<file path="src/rtl/uart_tx_sched.sv">
// uart_tx_sched: two-way round-robin arbiter plus UART frame sequencer.
// Grants one of two requesters in IDLE, latches its byte and baud select,
// holds the baud generator in reset while idle, then serialises
// start / data (LSB first) / optional parity / stop bits on baud_tick.
// Optional feature macro: UART_TX_PARITY_EN adds an even-parity bit.
//
// Handshake: req is a level request sampled only in IDLE; gnt is a
// one-cycle one-hot pulse on the edge the request is accepted, and the
// captured data/rate are not affected by input changes until the
// frame ends with a one-cycle done pulse.
module uart_tx_sched #(
   parameter int DATA_W    = 8,
   parameter int STOP_BITS = 1
) (
   input  logic              clock,
   input  logic              rst,
   input  logic [1:0]        req,
   input  logic [DATA_W-1:0] data0,
   input  logic [DATA_W-1:0] data1,
   input  logic [1:0]        rate0,
   input  logic [1:0]        rate1,
   output logic [1:0]        gnt,
   output logic              owner,
   input  logic              baud_tick,
   output logic [1:0]        baud_rate,
   output logic              baud_rst_n,
   output logic              tx,
   output logic              busy,
   output logic              done,
   output logic [2:0]        dbg_state
);

   localparam int CW = (DATA_W > 1) ? $clog2(DATA_W) : 1;

   typedef enum logic [2:0] {
      ST_IDLE   = 3'd0,
      ST_START  = 3'd1,
      ST_DATA   = 3'd2,
`ifdef UART_TX_PARITY_EN
      ST_PARITY = 3'd3,
`endif
      ST_STOP   = 3'd4
   } state_t;

   state_t            state_q, state_d;
   logic [DATA_W-1:0] shift_q, shift_d;
   logic [CW-1:0]     bit_cnt_q, bit_cnt_d;
   logic              stop_cnt_q, stop_cnt_d;
   logic              tx_q, tx_d;
   logic [1:0]        gnt_q, gnt_d;
   logic              done_q, done_d;
   logic              baud_rst_n_q, baud_rst_n_d;
   logic [1:0]        baud_rate_q, baud_rate_d;
   logic              owner_q, owner_d;
   logic              last_owner_q, last_owner_d;
`ifdef UART_TX_PARITY_EN
   logic              parity_q, parity_d;
`endif

   // Arbitration and helper values used by the next-state logic.
   logic              win;
   logic [DATA_W-1:0] shifted;
   logic              last_stop;

   assign win       = (req == 2'b11) ? ~last_owner_q : req[1];
   assign shifted   = shift_q >> 1;
   assign last_stop = (STOP_BITS == 1) || stop_cnt_q;

   // State and datapath registers; reset restores the idle line.
   always_ff @(posedge clock) begin
      if (rst) begin
         state_q      <= ST_IDLE;
         shift_q      <= '0;
         bit_cnt_q    <= '0;
         stop_cnt_q   <= 1'b0;
         tx_q         <= 1'b1;
         gnt_q        <= 2'b00;
         done_q       <= 1'b0;
         baud_rst_n_q <= 1'b0;
         baud_rate_q  <= 2'b00;
         owner_q      <= 1'b0;
         last_owner_q <= 1'b1;
`ifdef UART_TX_PARITY_EN
         parity_q     <= 1'b0;
`endif
      end else begin
         state_q      <= state_d;
         shift_q      <= shift_d;
         bit_cnt_q    <= bit_cnt_d;
         stop_cnt_q   <= stop_cnt_d;
         tx_q         <= tx_d;
         gnt_q        <= gnt_d;
         done_q       <= done_d;
         baud_rst_n_q <= baud_rst_n_d;
         baud_rate_q  <= baud_rate_d;
         owner_q      <= owner_d;
         last_owner_q <= last_owner_d;
`ifdef UART_TX_PARITY_EN
         parity_q     <= parity_d;
`endif
      end
   end

   // Next-state and registered-output values; pulses default low.
   always_comb begin
      state_d      = state_q;
      shift_d      = shift_q;
      bit_cnt_d    = bit_cnt_q;
      stop_cnt_d   = stop_cnt_q;
      tx_d         = tx_q;
      gnt_d        = 2'b00;
      done_d       = 1'b0;
      baud_rst_n_d = baud_rst_n_q;
      baud_rate_d  = baud_rate_q;
      owner_d      = owner_q;
      last_owner_d = last_owner_q;
`ifdef UART_TX_PARITY_EN
      parity_d     = parity_q;
`endif
      case (state_q)
         ST_IDLE: begin
            tx_d         = 1'b1;
            baud_rst_n_d = 1'b0;
            // baud_tick is ignored here, including in the grant cycle.
            if (req != 2'b00) begin
               gnt_d        = win ? 2'b10 : 2'b01;
               shift_d      = win ? data1 : data0;
               baud_rate_d  = win ? rate1 : rate0;
               owner_d      = win;
               last_owner_d = win;
               tx_d         = 1'b0;
               baud_rst_n_d = 1'b1;
`ifdef UART_TX_PARITY_EN
               parity_d     = win ? ^data1 : ^data0;
`endif
               state_d      = ST_START;
            end
         end
         ST_START: begin
            if (baud_tick) begin
               tx_d      = shift_q[0];
               bit_cnt_d = '0;
               state_d   = ST_DATA;
            end
         end
         ST_DATA: begin
            if (baud_tick) begin
               if (bit_cnt_q == CW'(DATA_W - 1)) begin
                  stop_cnt_d = 1'b0;
`ifdef UART_TX_PARITY_EN
                  tx_d    = parity_q;
                  state_d = ST_PARITY;
`else
                  tx_d    = 1'b1;
                  state_d = ST_STOP;
`endif
               end else begin
                  shift_d   = shifted;
                  tx_d      = shifted[0];
                  bit_cnt_d = bit_cnt_q + CW'(1);
               end
            end
         end
`ifdef UART_TX_PARITY_EN
         ST_PARITY: begin
            if (baud_tick) begin
               tx_d       = 1'b1;
               stop_cnt_d = 1'b0;
               state_d    = ST_STOP;
            end
         end
`endif
         ST_STOP: begin
            tx_d = 1'b1;
            if (baud_tick) begin
               if (last_stop) begin
                  done_d       = 1'b1;
                  baud_rst_n_d = 1'b0;
                  state_d      = ST_IDLE;
               end else begin
                  stop_cnt_d = 1'b1;
               end
            end
         end
         default: begin
            tx_d         = 1'b1;
            baud_rst_n_d = 1'b0;
            state_d      = ST_IDLE;
         end
      endcase
   end

   assign gnt        = gnt_q;
   assign owner      = owner_q;
   assign baud_rate  = baud_rate_q;
   assign baud_rst_n = baud_rst_n_q;
   assign tx         = tx_q;
   assign busy       = (state_q != ST_IDLE);
   assign done       = done_q;
   assign dbg_state  = state_q;

endmodule
</file>
<file path="config.mk">
export PLATFORM = sky130hd
export DESIGN_NAME = uart_tx_sched
export DESIGN_NICKNAME = d
export VERILOG_FILES = /design/src/rtl/uart_tx_sched.sv
export SDC_FILE = /design/constraint.sdc
export NUM_CORES = 1
export LEC_CHECK = 0
export ABC_AREA = 1
export CELL_PAD_IN_SITES_DETAIL_PLACEMENT = 0
export CELL_PAD_IN_SITES_GLOBAL_PLACEMENT = 1
export CORE_AREA = 2 2 70 72
export DETAILED_ROUTE_END_ITERATION = 16
export DIE_AREA = 0 0 72 74
export GPL_TIMING_DRIVEN = 1
export PLACE_DENSITY_LB_ADDON = 0.1
export SYNTH_ARGS = -nofsm -noshare
export SYNTH_HDL_FRONTEND = slang
export SYNTH_SLANG_ARGS = --single-unit
</file>
<file path="constraint.sdc">
create_clock -name clock -period 1.3 [get_ports clock]
set_input_delay 0.26 -clock clock [delete_from_list [all_inputs] [get_ports clock]]
set_output_delay 0.26 -clock clock [all_outputs]
set_load 0.02 [all_outputs]
</file>
---- After elaboration in Yosys (flattened, before gate mapping) ----
Index checks and enable logic that the tools add are counted.
cells by class
  equal/unequal tests ..................... 11
  magnitude comparators ................... 0
  div/mod/pow operators ................... 0
  reductions and logical operators ........ 14
  multipliers ............................. 0
  shifts and indexed selects .............. 0
  add/subtract/negate cells ............... 1
  mux-type cells .......................... 26
  bitwise gates (word level) .............. 5
operators with widths
  operator                                                         count
  8-bit two-way mux                                                4
  3-bit two-way mux                                                7
  8-bit case mux with 2 select lines                               1
  2-bit inequality test, second input constant                     6
  3-bit case mux with 4 select lines                               1
  1-bit two-way mux                                                8
  4-bit AND reduction                                              2
  3-bit == test, second input constant                             2
  1-bit case mux with 3 select lines                               2
  3-bit case mux with 2 select lines                               1
  2-bit AND reduction                                              3
  2-bit nonzero test                                               3
  1-bit NOT                                                        5
  5-bit AND reduction                                              1
  2-bit two-way mux                                                2
  2-bit OR reduction                                               2
  3-bit by 1-bit adder with 3-bit output, second input constant    1
  3-bit by 1-bit == test with 1-bit output, second input constant  1
  3-bit by 2-bit == test with 1-bit output, second input constant  1
  3-bit zero test                                                  1
  3-bit nonzero test                                               1
  3-bit OR reduction                                               1
  2-bit == test, second input constant                             1
word-level totals
  RAM bits ................................ 0
  register bits after elaboration ......... 23
  memories kept ........................... 0
  logic and storage cells ................. 67
  bits in read-only memories .............. 0
  latch bits .............................. 0

---- Longest topological paths before layout ----
  word-level depth ........................ 5
  mapped depth ............................ 9

---- Least setup slack after synthesis ----
OpenSTA, ideal clock, no wires.
  path kind ............................... reg2reg
  start ................................... register state_q[1] (netlist: dbg_state[1])
  end ..................................... register baud_rate_q[0] (netlist: baud_rate[0])
  path buffers ............................ 0
  stages on the path, launching flop included .. 7
  path slack .............................. -0.186 ns
  data required time ...................... 1.180 ns
  data arrival time ....................... 1.367 ns
  clock period less this slack ............ 1.486 ns
  path through ............................ dfxtp_1 nor2_2 nand2_1 nor2_1 inv_1 a21oi_1 a21oi_1
between the ends
  cells in the longest elaborated chain, start to end .. 2
RTL lines
  what                                  RTL line  text
  start: declaration                    45        state_t state_q, state_d;
  start signal: assignment              87        state_q <= state_d;
  3-bit zero test                       120       case (state_q)
  2-bit AND reduction (no source line)  n/a
  end signal: assignment                95        baud_rate_q <= baud_rate_d;
  end: declaration                      53        logic [1:0] baud_rate_q, baud_rate_d;
Every way passes these cells.
A chain may end at the register's enable or synchronous reset.

---- Final worst setup path ----
  start ................................... register bit_cnt_q[1]
  end ..................................... register bit_cnt_q[0]
between the ends
  cells in the longest elaborated chain, start to end .. 3
RTL lines
  what                                    RTL line  text
  start: declaration                      47        logic [CW-1:0] bit_cnt_q, bit_cnt_d;
  start signal: assignment                89        bit_cnt_q <= bit_cnt_d;
  3-bit == test                           148       if (bit_cnt_q == CW'(DATA_W - 1)) begin
  2-bit inequality test (no source line)  n/a
  4-bit AND reduction (no source line)    n/a
Every way passes these cells.

==> flow_summary.ini <==
[grt]
antenna_found_initial = 0
first_global_vias = 1299
grt_first_pass_wirelength_um = 5730
grt_usage_pct = 13.9
grt_overflow_total = 0
grt_max_degree = 13

[status]
failed_checks = negative setup slack
outcome = finished with violations

[setup_path]
crit_family = compound AO/OA/AOI/OAI gates
crit_chain = ha_4 -> ha_4 -> inv_4 -> nand3_4 -> a21oi_4 -> o21a_1 -> nor2_1
crit_path_end_kind = flop
cp-start-kind = flop
crit_arrival_ns = 1.50
cp_slowest_stage_delay_ns = 0.34
crit_path_max_fanout = 6
cp_common_cell = ha_4
crit_buf_inv = 1
crit_type = flop to flop
cp.required_ns = 1.46
slowest_stage = dfxtp_2

[final_layout]
post-route-util_pct = 45.5
diodes = 0
fill_cells = 468
area_growth_pct = 70.5
regArea_sq_um = 472
drive_above_1_share_pct = 30.2
multi_input_area_sq_um = 861
finalNetCount = 281

[floorplanning]
die-area_sq_mm = 0.00533
core_region_area_sq_mm = 0.00460
rows = 25
initial_core_util_pct = 26.7
io_pins = 37
fp.dieH_um = 74
die_w_um = 72

[synthesis]
syn-num-nets = 219
synth-seq-cells = 23
netlist_top_cells_area = dfxtp_1 (38%), nand2_1 (18%), nand3_1 (8.6%)
postSynth.asyncResetShare_pct = 0
ys_seq_area_share_pct = 37.6
yosysUniqueCellTypes = 21
yosys.cell_count.top_type = nand2_1
synth_edf_count = 0
synth_ff_type = dfxtp_1
yosys-top-cells-count = nand2_1 (59), nor2_1 (28), dfxtp_1 (23)
avgSynthCellArea_sq_um = 6.42
syn_area_sq_mm = 0.00123
synth_top_area_cell = dfxtp_1
syn_inst = 191
ys_warn_count = 0
synth_top_area_share_pct = 37.6

[min_path]
hold_path.class = flop to flop

[run]
maxCapViolations = 0

[sta]
tightest_slew_ns = 0.268
slew_violations = 0
skew_ns = 0.00367
rsz0062_at_grt = yes
worst_slack_ns = -0.0433
maxSlewHeadroom_pct = 82.1
clock.fmax_mhz = 744
fin_crit_sh_pct = 103
finalCriticalPeriod_ns = 1.34
report.final.hold_viol_count = 0
setup_viol = 10
holdWs_ns = 0.463

[pwr]
comb_power_share_pct = 63.3
switchingPower_mw = 1.92
vdd_drop_max_v = 0.000572
share_clk_of_total_power_pct = 10.5
power.density_mw_per_mm2 = 2080
seqPwrFrac_pct = 26.3
switching_share_pct = 44.4
internal_power_mw = 2.42
leakage_nw = 0.976

[clock_network]
clk_pin_slew_worst_paths_ns = 0.08
clk_latency_ns = 0.26
tritoncts.num_buffers = 3
cts_root_buf = clkbuf_8
cts-htree-levels = 1
clockBufferDepth = 2
clock_sinks = 23
cts_tree = yes

[placement]
io_buffer_count = 36
place.gp.congestion = 0.810
hpwl_um = 2670

[detailed_routing]
routed_wl_um = 3590
drt-initial-drc-count = 41
num_vias = 1377
dr.pass1.iters = 4
ant_nets = 0
drc = 0
routed_via_density = 4.50
routedWlPerCell_um = 11.7
## worst reg2reg max path, cell delays in order (launching register included)
cell and delay (ns):
dfxtp_2 0.34, ha_4 0.18, ha_4 0.16, inv_4 0.05, nand3_4 0.09, a21oi_4 0.23, o21a_1 0.15, nor2_1 0.04
## through the flow
stage          power [mW]  cell area (sq um)  cells  TNS, ns  worst slack (ns)
2_1_floorplan        2.53               1250    191        0           0.00355
3_3_place_gp         3.56               1850    299    -4.86            -0.355
3_5_place_dp         3.56               1850    299    -4.90            -0.375
4_1_cts              4.13               1950    303   -0.390           -0.0609
5_1_grt              4.75               2090    306    -1.15            -0.120
6_report             4.34               2090    306   -0.237           -0.0433
## repair_timing
action,4_1_cts,5_1_grt
buffers inserted,0,2
pin swaps,5,15
setup endpoints to repair,24,19
cloned,0,1
hold buffers,0,0
gates resized for setup,33,38
## placed cells by master, fill, tap and decap left out, types with 4 or more instances in the layout
cell and instances:
buf_4 21, nand2_1 54, nor2_1 21, dlygate4sd2_1 9, clkdlybuf4s50_1 22, nor2_2 5
nand3_1 12, a21oi_1 14, o21ai_0 4, inv_1 13, nand3_2 7, dfxtp_1 18
## cell type report
type	count	share of cell area (%)
multi-input combinational	144	41.2
inverter	19	3.95
sequential	23	22.6
timing repair buffer	61	26.6
tap	54	3.23
clock buffer	4	2.15
timing repair inverter	1	0.359
## worst paths after layout
check | slack (ns) | end | from | cells after the start
min reg2reg | 0.46 | baud_rst_n | baud_rst_n | 2
max reg2reg | -0.04 | bit_cnt_q[0] | bit_cnt_q[1] | 7
max | -0.04 | bit_cnt_q[0] | bit_cnt_q[1] | 7
min | 0.46 | baud_rst_n | baud_rst_n | 2
## power by group through the flow
stage               clock [mW]  combinational (mW)  sequential, mW
detailed placement           0                2.44            1.12
global route             0.511                3.06            1.17
floorplan                    0                1.30            1.22
global placement             0                2.44            1.11
finish                   0.454                2.75            1.14
CTS                      0.491                2.50            1.14
## metal layers
metal | share of wire (%) | vias to the layer above | global-route usage (%)
met3 | 3.2 | 2 | 2.44
met1 | 47 | 626 | 17.5
met2 | 49 | 21 | 24.1
met4 | 0.64 | 0 | 5.03
li1 | - | 728 | -
met5 | 0 | - | 0
## logic make-up after synthesis
| logic type | Yosys count | share of synthesized area, % |
|---|---|---|
| AND/OR/NAND/NOR | 114 | 39.3 |
| AO/OA/AOI/OAI | 27 | 12.7 |
| buffers and inverters | 24 | 7.45 |
| flip-flops | 23 | 37.6 |
| adder cells (fa/ha/maj) | 3 | 3.06 |
## sequential cells by signal (all words and copies together), names as in the netlist, 2 cells and up
| name | cells |
|---|---|
| bit_cnt_q | 3 |
| dbg_state | 3 |
| baud_rate | 2 |
| shift_q | 8 |
| gnt | 2 |
(Power assumes the default switching activity.)
